<file path="src/rtl/countdown_arbiter.sv">
// Round-robin arbiter sharing one down counter among N_REQ requesters.
// The owner's start value is loaded, counted to zero, and a done pulse is returned.
module countdown_arbiter #(
    parameter int N_REQ = 4,
    parameter int CNT_W = 7
) (
    input  logic                     clk,
    input  logic                     rst_n,
    input  logic [N_REQ-1:0]         req,
    input  logic [N_REQ*CNT_W-1:0]   load_val,
    output logic [N_REQ-1:0]         grant,
    output logic                     busy,
    output logic [CNT_W-1:0]         count,
    output logic [N_REQ-1:0]         done
);

    localparam int PW = (N_REQ > 1) ? $clog2(N_REQ) : 1;

    typedef enum logic [1:0] {
        IDLE   = 2'd0,
        LOAD   = 2'd1,
        COUNT  = 2'd2,
        FINISH = 2'd3
    } state_t;

    state_t              state_reg,  state_next;
    logic [N_REQ-1:0]    grant_reg,  grant_next;
    logic                busy_reg,   busy_next;
    logic [CNT_W-1:0]    count_reg,  count_next;
    logic [N_REQ-1:0]    done_reg,   done_next;
    logic [PW-1:0]       ptr_reg,    ptr_next;
    logic [PW-1:0]       winner_reg, winner_next;

    logic [CNT_W-1:0]    load_slice [N_REQ];
    logic                rr_found;
    logic [PW-1:0]       rr_winner;
    logic [PW-1:0]       rr_idx_w;
    logic [N_REQ-1:0]    rr_onehot;
    int                  rr_idx;
    logic [PW-1:0]       ptr_after;

    generate
        for (genvar gi = 0; gi < N_REQ; gi++) begin : g_slice
            assign load_slice[gi] = load_val[gi*CNT_W +: CNT_W];
        end
    endgenerate

    // Search starts at ptr and wraps, so the first set bit at or after ptr wins.
    always_comb begin
        rr_found  = 1'b0;
        rr_winner = '0;
        rr_idx    = 0;
        rr_idx_w  = '0;
        rr_onehot = '0;
        for (int k = 0; k < N_REQ; k++) begin
            rr_idx = int'(ptr_reg) + k;
            if (rr_idx >= N_REQ) begin
                rr_idx = rr_idx - N_REQ;
            end
            rr_idx_w = PW'(rr_idx);
            if (!rr_found && req[rr_idx_w]) begin
                rr_found  = 1'b1;
                rr_winner = rr_idx_w;
            end
        end
        rr_onehot[rr_winner] = 1'b1;
    end

    assign ptr_after = (winner_reg == PW'(N_REQ - 1)) ? '0 : winner_reg + PW'(1);

    always_comb begin
        state_next  = state_reg;
        grant_next  = grant_reg;
        busy_next   = busy_reg;
        count_next  = count_reg;
        done_next   = done_reg;
        ptr_next    = ptr_reg;
        winner_next = winner_reg;
        case (state_reg)
            IDLE: begin
                if (rr_found) begin
                    winner_next = rr_winner;
                    grant_next  = rr_onehot;
                    busy_next   = 1'b1;
                    state_next  = LOAD;
                end
            end
            LOAD, COUNT: begin
                // A dropped request outranks both loading and completion.
                if (!req[winner_reg]) begin
                    state_next = IDLE;
                    grant_next = '0;
                    busy_next  = 1'b0;
                    count_next = '0;
                    ptr_next   = ptr_after;
                end else if (state_reg == LOAD) begin
                    count_next = load_slice[winner_reg];
                    state_next = COUNT;
                end else if (count_reg != '0) begin
                    count_next = count_reg - CNT_W'(1);
                end else begin
                    done_next[winner_reg] = 1'b1;
                    state_next            = FINISH;
                end
            end
            FINISH: begin
                done_next  = '0;
                grant_next = '0;
                busy_next  = 1'b0;
                ptr_next   = ptr_after;
                state_next = IDLE;
            end
            default: begin
                state_next = IDLE;
            end
        endcase
    end

    always_ff @(posedge clk or negedge rst_n) begin
        if (!rst_n) begin
            state_reg  <= IDLE;
            grant_reg  <= '0;
            busy_reg   <= 1'b0;
            count_reg  <= '0;
            done_reg   <= '0;
            ptr_reg    <= '0;
            winner_reg <= '0;
        end else begin
            state_reg  <= state_next;
            grant_reg  <= grant_next;
            busy_reg   <= busy_next;
            count_reg  <= count_next;
            done_reg   <= done_next;
            ptr_reg    <= ptr_next;
            winner_reg <= winner_next;
        end
    end

    assign grant = grant_reg;
    assign busy  = busy_reg;
    assign count = count_reg;
    assign done  = done_reg;

endmodule

</file>
<file path="config.mk">
export PLATFORM = sky130hd
export DESIGN_NAME = countdown_arbiter
export DESIGN_NICKNAME = d
export VERILOG_FILES = /design/src/rtl/countdown_arbiter.sv
export SDC_FILE = /design/constraint.sdc
export NUM_CORES = 1
export LEC_CHECK = 0
export CORE_MARGIN = 5
export CORE_UTILIZATION = 50
export CTS_CLUSTER_DIAMETER = 150
export DETAILED_ROUTE_END_ITERATION = 7
export GPL_ROUTABILITY_DRIVEN = 1
export PLACE_DENSITY = 0.85
export SLEW_MARGIN = 25
export SYNTH_ARGS = -nofsm -noshare
export SYNTH_HDL_FRONTEND = slang
export SYNTH_SLANG_ARGS = --single-unit
</file>
<file path="constraint.sdc">
create_clock -name clk -period 4.6 [get_ports clk]
set_clock_uncertainty 0.2 [all_clocks]
set_input_delay 0.69 -clock clk [delete_from_list [all_inputs] [get_ports clk]]
set_output_delay 0.69 -clock clk [all_outputs]
set_load 0.02 [all_outputs]
</file>
-- After elaboration in Yosys (flattened, before gate mapping)
Cells that the tools add are included.
- logic and storage cells: 110
- output and inout port bits: 16
- bits of input ports: 34
- register bits after elaboration: 22
- bitwise logic cells: 2
- reduce and logical (&&, ||, !) cells: 18
- multiplexer cells: 50
- magnitude comparators: 13
- $add $sub $neg: 9
- eq/ne operators: 11
- operators with widths (kind ; number):
    $mux 7 ; 5
    $mux 2 ; 14
    $mux 4 ; 5
    $lt 2x3->1 const B ; 6
    $bmux 7 s2 ; 1
    $mux 1 ; 13
    $ge 3x3->1 const B ; 4
    $pmux 4 s3 ; 1
    $bmux 1 s2 ; 5
    $ne 2x2->1 const B ; 5
    $reduce_and 2->1 ; 5
    $pmux 4 s2 ; 1
    $sub 2x1->2 const B ; 4
    $reduce_bool 7->1 ; 1
    $sub 7x1->7 const B ; 1
    $add 2x2->3 const B ; 2
    $eq 2x2->1 const B ; 3
    $pmux 2 s3 ; 1
    $logic_and 1x1->1 ; 5
    $demux 1 s2 ; 2
    $ge 2x1->1 const B ; 2
    $ne 4x4->1 const B ; 1
    $or 4x4->4 ; 1
    $pmux 2 s2 ; 1
    12 further kinds ; 14

-- Depth between registers and ports, before layout
Gate-level depths: netlist of run 1.
- depth after elaboration: 20
- gate-level depth with buffers: 7
- depth with buffers taken out: 6

-- Worst setup path after synthesis of run 1
Ideal clock, no wire load.
- kind: reg2reg
- start point: reg state_reg[0]
- end point: reg count_reg[5] (netlist: count[5])
- cell stages (with the launch flop): 7
- slack: 2.212 ns
- data arrival time: 2.102 ns
- required time: 4.313 ns
- period minus slack after synthesis: 2.388 ns
- setup time: 0.087 ns
- path buffers: 0
- path through: dfrtp_1 inv_1 ha_1 or4b_4 or4_4 a211o_1 a211oi_2
- word-level cells in the longest chain between the ends: 3
- elaborated cells on any way between the ends: 7
- classes of those cells: 3 x eq/ne; 2 x mux; 2 x reduce/logical
- ends and longest elaborated chain (element ; line ; source):
    start: declaration ; 26 ; state_t state_reg, state_next;
    start signal: assignment ; 129 ; state_reg <= state_next;
    $eq 2x1->1 or $eq 2x2->1 (tied branches) ; 79, 96 ;
    $ne 3x1->1 (no line), or another cell as far along ; - ;
    $reduce_and 2->1 (no line) or $mux 7 (tied branches) ; - ;
    end signal: assignment ; 132 ; count_reg <= count_next;
    end: declaration ; 29 ; logic [CNT_W-1:0] count_reg, count_next;
Parallel ways exist; a longest one is shown, timed or not.
A chain may end at the register's enable or synchronous reset.

-- Worst setup path after layout of run 1
Same ends and word-level chain as after synthesis.

==> results of run 1 <==
layout make-up:
class	count	area share [%]
clock buffers	3	1.06
inverters	13	2.30
well taps	44	2.60
repair buffers	49	22.9
flip-flops and latches	22	26.0
multi-input cells	116	45.2
cell families (layout without fill, tap and decap cells):
family                     after synthesis  in the layout  synth area share, %
AOI/OAI and AO/OA                       50             50                 22.9
adders and majority gates               10             10                 7.89
DFF                                     22             22                 34.7
and+or+nand+nor                         43             43                 14.9
buffers and inverters                   20             65                 4.89
muxes                                   13             13                 14.7
worst max-delay path: stages, from the launching register on:
cell      delay [ns]
dfrtp_1         0.42
inv_1           0.10
ha_1            0.57
or4b_4          0.54
or4_4           0.44
a211o_1         0.29
a211oi_2        0.16
worst paths after layout:
| path | slack (ns) | to | startpoint |
|---|---|---|---|
| hold reg to reg | 0.29 | grant[2] | grant[2] |
| max in group asynchronous | 3.73 | winner_reg[0] | rst_n |
| min in group clk | 0.29 | grant[2] | grant[2] |
| setup / recovery | 1.82 | count[5] | state_reg[0] |
| hold / removal | 0.13 | count[4] | rst_n |
| setup reg to reg | 1.82 | count[5] | state_reg[0] |
power breakdown:
group	leakage, nW	switching, mW	internal [mW]	total (mW)
combinational	0.606	0.484	0.421	0.905
sequential	0.268	0.108	0.268	0.376
clock	0.0138	0.0556	0.0305	0.0862
metal layers:
metal / track usage [%] / vias up / part of all wire [%]
met4: 9.64 / 0 / 2.5
met1: 23.1 / 764 / 39
li1: - / 700 / -
met2: 35.4 / 67 / 51
met5: 0 / - / 0
met3: 4.42 / 15 / 7.0
cell usage in the layout (no fill, tap or decap), types with 2 or more instances in the layout:
master	Yosys	routed
a21oi_1	5	5
and2_1	3	3
a31oi_1	4	4
nor3_1	2	2
o21ai_1	5	5
clkbuf_4	0	3
a22o_1	5	5
mux2_1	2	2
inv_1	13	13
mux2i_1	3	3
nand2_1	15	15
clkdlybuf4s50_1	0	48
o41ai_1	2	2
nand2b_1	3	3
nor2_1	5	5
mux4_2	8	8
o21a_1	3	3
nand3_1	3	3
o31ai_1	9	9
ha_1	10	10
dfrtp_1	22	22
nor3b_1	2	2
o22ai_1	5	5
o221ai_1	2	2
stage by stage:
| stage | cells | area [sq um] | utilization (%) | power (mW) |
|---|---|---|---|---|
| after detailed placement | 244 | 2100 | 68.9 | 1.28 |
| final | 247 | 2120 | 69.4 | 1.37 |
| after CTS | 247 | 2120 | 69.6 | 1.37 |
| after global placement | 244 | 2100 | 68.9 | 1.25 |
| after floorplan | 158 | 1590 | - | 1.02 |
| after global routing | 247 | 2120 | 69.4 | 1.49 |
==> results.cfg, run 1 <==
[floorplan]
ios = 50
initial_core_util_pct = 51.9
num_rows = 20
core_area_sq_um = 3050
die-height_microns = 66.3
fp.dieW_microns = 66.3
die_area_sq_um = 4400

[sta]
setup_viol = 0
final_hold_viol_count = 0
slew_headroom_pct = 55.9
final_max_slew_viol_count = 0
final.setup.tns_ns = 0
worst_slew_pin_slew_ns = 0.661
whs_ns = 0.133
post-route-period-util_pct = 60.5
grt_setup_unrepaired = no
min_period_ns = 2.78
clock.fmax_ghz = 0.359
worst_slack_ns = 1.82

[synth]
syn_area_per_cell_sq_um = 10.0
synth-seq-cells = 22
synth_cell_types = 44
yosysTopAreaCellShare_pct = 34.7
synth.top_cells.by_count = dfrtp_1, nand2_1, inv_1
yosysSeqAreaShare_pct = 34.7
synth_largest_area_cell = dfrtp_1
synthArstFlopShare_pct = 100
synth_flop_cell = dfrtp_1
synth.area.top_cells = dfrtp_1, mux4_2, ha_1, o31ai_1, nand2_1
synth_enable_flop_cells = 0
syn_nets = 202
syn_area_sq_um = 1590
synthCells = 158
yosys_warnings = 0
synth_most_common_cell = dfrtp_1

[global_route]
grt_max_degree = 23
grt_pass1_vias = 1572
grt_pass1_wl_microns = 7000
grt_antenna_before_repair = 0
grt-ovfl-total = 0
track_usage_pct = 20.3

[critical_path]
critical_path_class = reg2reg
worst-r2r-cell-count = 6
required_ns = 4.63
cp_max_fo = 15
critical_path_arrival_ns = 2.82
crit_path_end_kind = register
cp-start-kind = register

[run]
drv_cap = 0

[clock_network]
root_buffer = clkbuf_4
path_clk_slew_ns = 0.12
cts_buffer_depth = 2
cts_hold_buffers = 0
cts_htree_levels = 1
clock_latency_ns = 0.30
cts_buffers = 3
cts_tree = done
cts_sinks = 22
post_cts_buffers = 0
cts_resized = 0

[cells_and_area]
final_nets = 249
area_growth_pct = 33.7
drive_above_1_share_pct = 7.39
area.sequential_sq_um = 551
num_antenna_cells = 0
largest_register_ffs = 7
fill_cells = 241
multi_input_area_sq_um = 957

[placement]
io_buffers = 49
pre_cts_ws_ns = 1.66
gp_congestion = 0.942
hpwl_microns = 3370

[detailed_routing]
ant_nets = 0
totalWireLength_microns = 4200
first_pass_iters = 5
vias_per_cell = 6.26
drc = 0
first_iter_violations = 65
post_drt_wl_per_cell_microns = 17.0
num_vias = 1546

[pwr]
pwr_density_cell_nw_per_um2 = 645
ir_worst_vdd_mv = 0.321
leakage_nw = 0.888

[worst_hold_path]
hp-class = in2async

[run_status]
outcome = completed
No activity file was read; power rests on OpenSTA's default activity.
==> inputs of run 2 (changes only) <==
--- a/config.mk
+++ b/config.mk
@@ -6,11 +6,11 @@
 export NUM_CORES = 1
 export LEC_CHECK = 0
 export CORE_MARGIN = 5
-export CORE_UTILIZATION = 50
+export CORE_UTILIZATION = 46
 export CTS_CLUSTER_DIAMETER = 150
 export DETAILED_ROUTE_END_ITERATION = 7
 export GPL_ROUTABILITY_DRIVEN = 1
-export PLACE_DENSITY = 0.85
+export PLACE_DENSITY = 0.79
 export SLEW_MARGIN = 25
 export SYNTH_ARGS = -nofsm -noshare
 export SYNTH_HDL_FRONTEND = slang
==> constraint.sdc (replaced) <==
create_clock -name clk -period 2.9 [get_ports clk]
set_clock_uncertainty 0.2 [all_clocks]
set_input_delay 0.435 -clock clk [delete_from_list [all_inputs] [get_ports clk]]
set_output_delay 0.435 -clock clk [all_outputs]
set_load 0.02 [all_outputs]
==> run 2 against run 1 <==
  * Die area is 7.4% higher
  * First-iteration DRC count is 80% higher
  * Core utilization is 4.6 points lower
  * Largest cell class unchanged
  * Setup slack worse by 1.4 ns
  * Global-route usage is 0.071 points higher
  * Non-clock buffer count is 3 higher
  * Critical path type unchanged
  * Power is 65% higher
  * Final area is 2.1% higher
==> results.cfg, run 2 (synthesized netlist as in run 1, its figures left out) <==
[run_status]
outcome = completed

[critical_path]
cp_max_fo = 4
path_cells = inv_1 -> ha_1 -> or4b_4 -> or4_4 -> a211o_1 -> a211oi_2
cpPeakStageDelay_ns = 0.48
critical_path_arrival_ns = 2.50
cp-start-kind = register
crit_path_end_kind = register
slowest_stage = or4b_4
required_ns = 2.93
critical_path_class = reg2reg

[cells_and_area]
area.sequential_sq_um = 551
final_common_cell = clkdlybuf4s50_1
drive_above_1_share_pct = 8.70
largest_register_ffs = 7
final_nets = 252
final_cell_mix = clkdlybuf4s50_1, dfrtp_1, nand2_1, inv_1, ha_1
multi_input_area_sq_um = 957
num_antenna_cells = 0
fill_cells = 312
area_growth_pct = 36.5
finalNonFillerCells = 253

[global_route]
track_usage_pct = 20.3
grt_max_degree = 23
grt-ovfl-total = 0
grt_pass1_vias = 1509
grt_antenna_before_repair = 0
grt_pass1_wl_microns = 7170

[detailed_routing]
ant_nets = 0
totalWireLength_microns = 4390
num_vias = 1502
post_drt_wl_per_cell_microns = 17.3
vias_per_cell = 5.94
drc = 0
first_pass_iters = 4
first_iter_violations = 117

[worst_hold_path]
hp-class = in2async

[clock_network]
cts_hold_buffers = 0
cts_resized = 0
cts_buffers = 3
path_clk_slew_ns = 0.12
root_buffer = clkbuf_4
cts_buffer_depth = 2
cts_htree_levels = 1
clock_latency_ns = 0.30
cts_tree = done
post_cts_buffers = 0
cts_sinks = 22

[sta]
setup_viol = 0
final_max_slew_viol_count = 0
final.setup.tns_ns = 0
grt_setup_unrepaired = no
worst_slew_pin_slew_ns = 0.553
clock.fmax_ghz = 0.405
min_period_ns = 2.47
final_hold_viol_count = 0
slew_headroom_pct = 62.9
post-route-period-util_pct = 85.2

[floorplan]
die_area_sq_um = 4720
initial_core_util_pct = 47.5
num_rows = 21
die-height_microns = 68.7
fp.dieW_microns = 68.7
core_area_sq_um = 3340
ios = 50

[placement]
dp.cells = 249
hpwl_microns = 3600
gp_congestion = 0.865
io_buffers = 49

[pwr]
leakage_nw = 0.910
pwr_density_cell_nw_per_um2 = 1040
ir_worst_vdd_mv = 0.450

[run]
drv_cap = 0
run 2: worst paths after layout:
kind,from,to,slack [ns],cells after the start
setup / recovery,state_reg[0],count[5],0.43,6
hold / removal,rst_n,grant[1],0.25,2
setup reg to reg,state_reg[0],count[5],0.43,6
hold reg to reg,grant[1],grant[1],0.30,2
max in group asynchronous,rst_n,count[3],2.01,2
min in group clk,grant[1],grant[1],0.30,2
run 2: layout make-up:
type,count,share of cell area [%]
inverters,13,2.26
well taps,46,2.66
multi-input cells,116,44.2
flip-flops and latches,22,25.4
clock buffers,4,1.68
repair buffers,52,23.7
run 2: power by group:
part	switching (mW)	leakage, nW	internal [mW]
clock network	0.0917	0.0210	0.0766
logic	0.830	0.621	0.693
registers	0.141	0.268	0.426
run 2: stage by stage:
| step | utilization (%) | hold WS (ns) | cell area (sq um) | setup slack (ns) | total power [mW] |
|---|---|---|---|---|---|
| final | 64.8 | 0.254 | 2160 | 0.429 | 2.26 |
| after global routing | 64.8 | 0.251 | 2160 | 0.374 | 2.45 |
| after CTS | 64.8 | 0.259 | 2160 | 0.407 | 2.26 |
| after detailed placement | 63.7 | 0.274 | 2130 | 0.223 | 2.08 |
| after global placement | 63.7 | 0.267 | 2130 | 0.315 | 2.03 |
| after floorplan | - | -0.0606 | 1590 | 0.512 | 1.62 |
run 2: critical path, delay by kind of cell (launching register included):
family                     cells  cell delay, ns
AOI/OAI and AO/OA              2            0.46
DFF                            1            0.42
buffers and inverters          1            0.10
adders and majority gates      1            0.31
and+or+nand+nor                2            0.91
run 2: per-layer routing:
metal | share of wire [%] | GRT usage [%] | vias up
met4 | 1.3 | 6.57 | 0
li1 | - | - | 704
met3 | 4.6 | 3.08 | 6
met2 | 54 | 36.1 | 54
met5 | 0 | 0 | -
met1 | 40 | 25.1 | 738
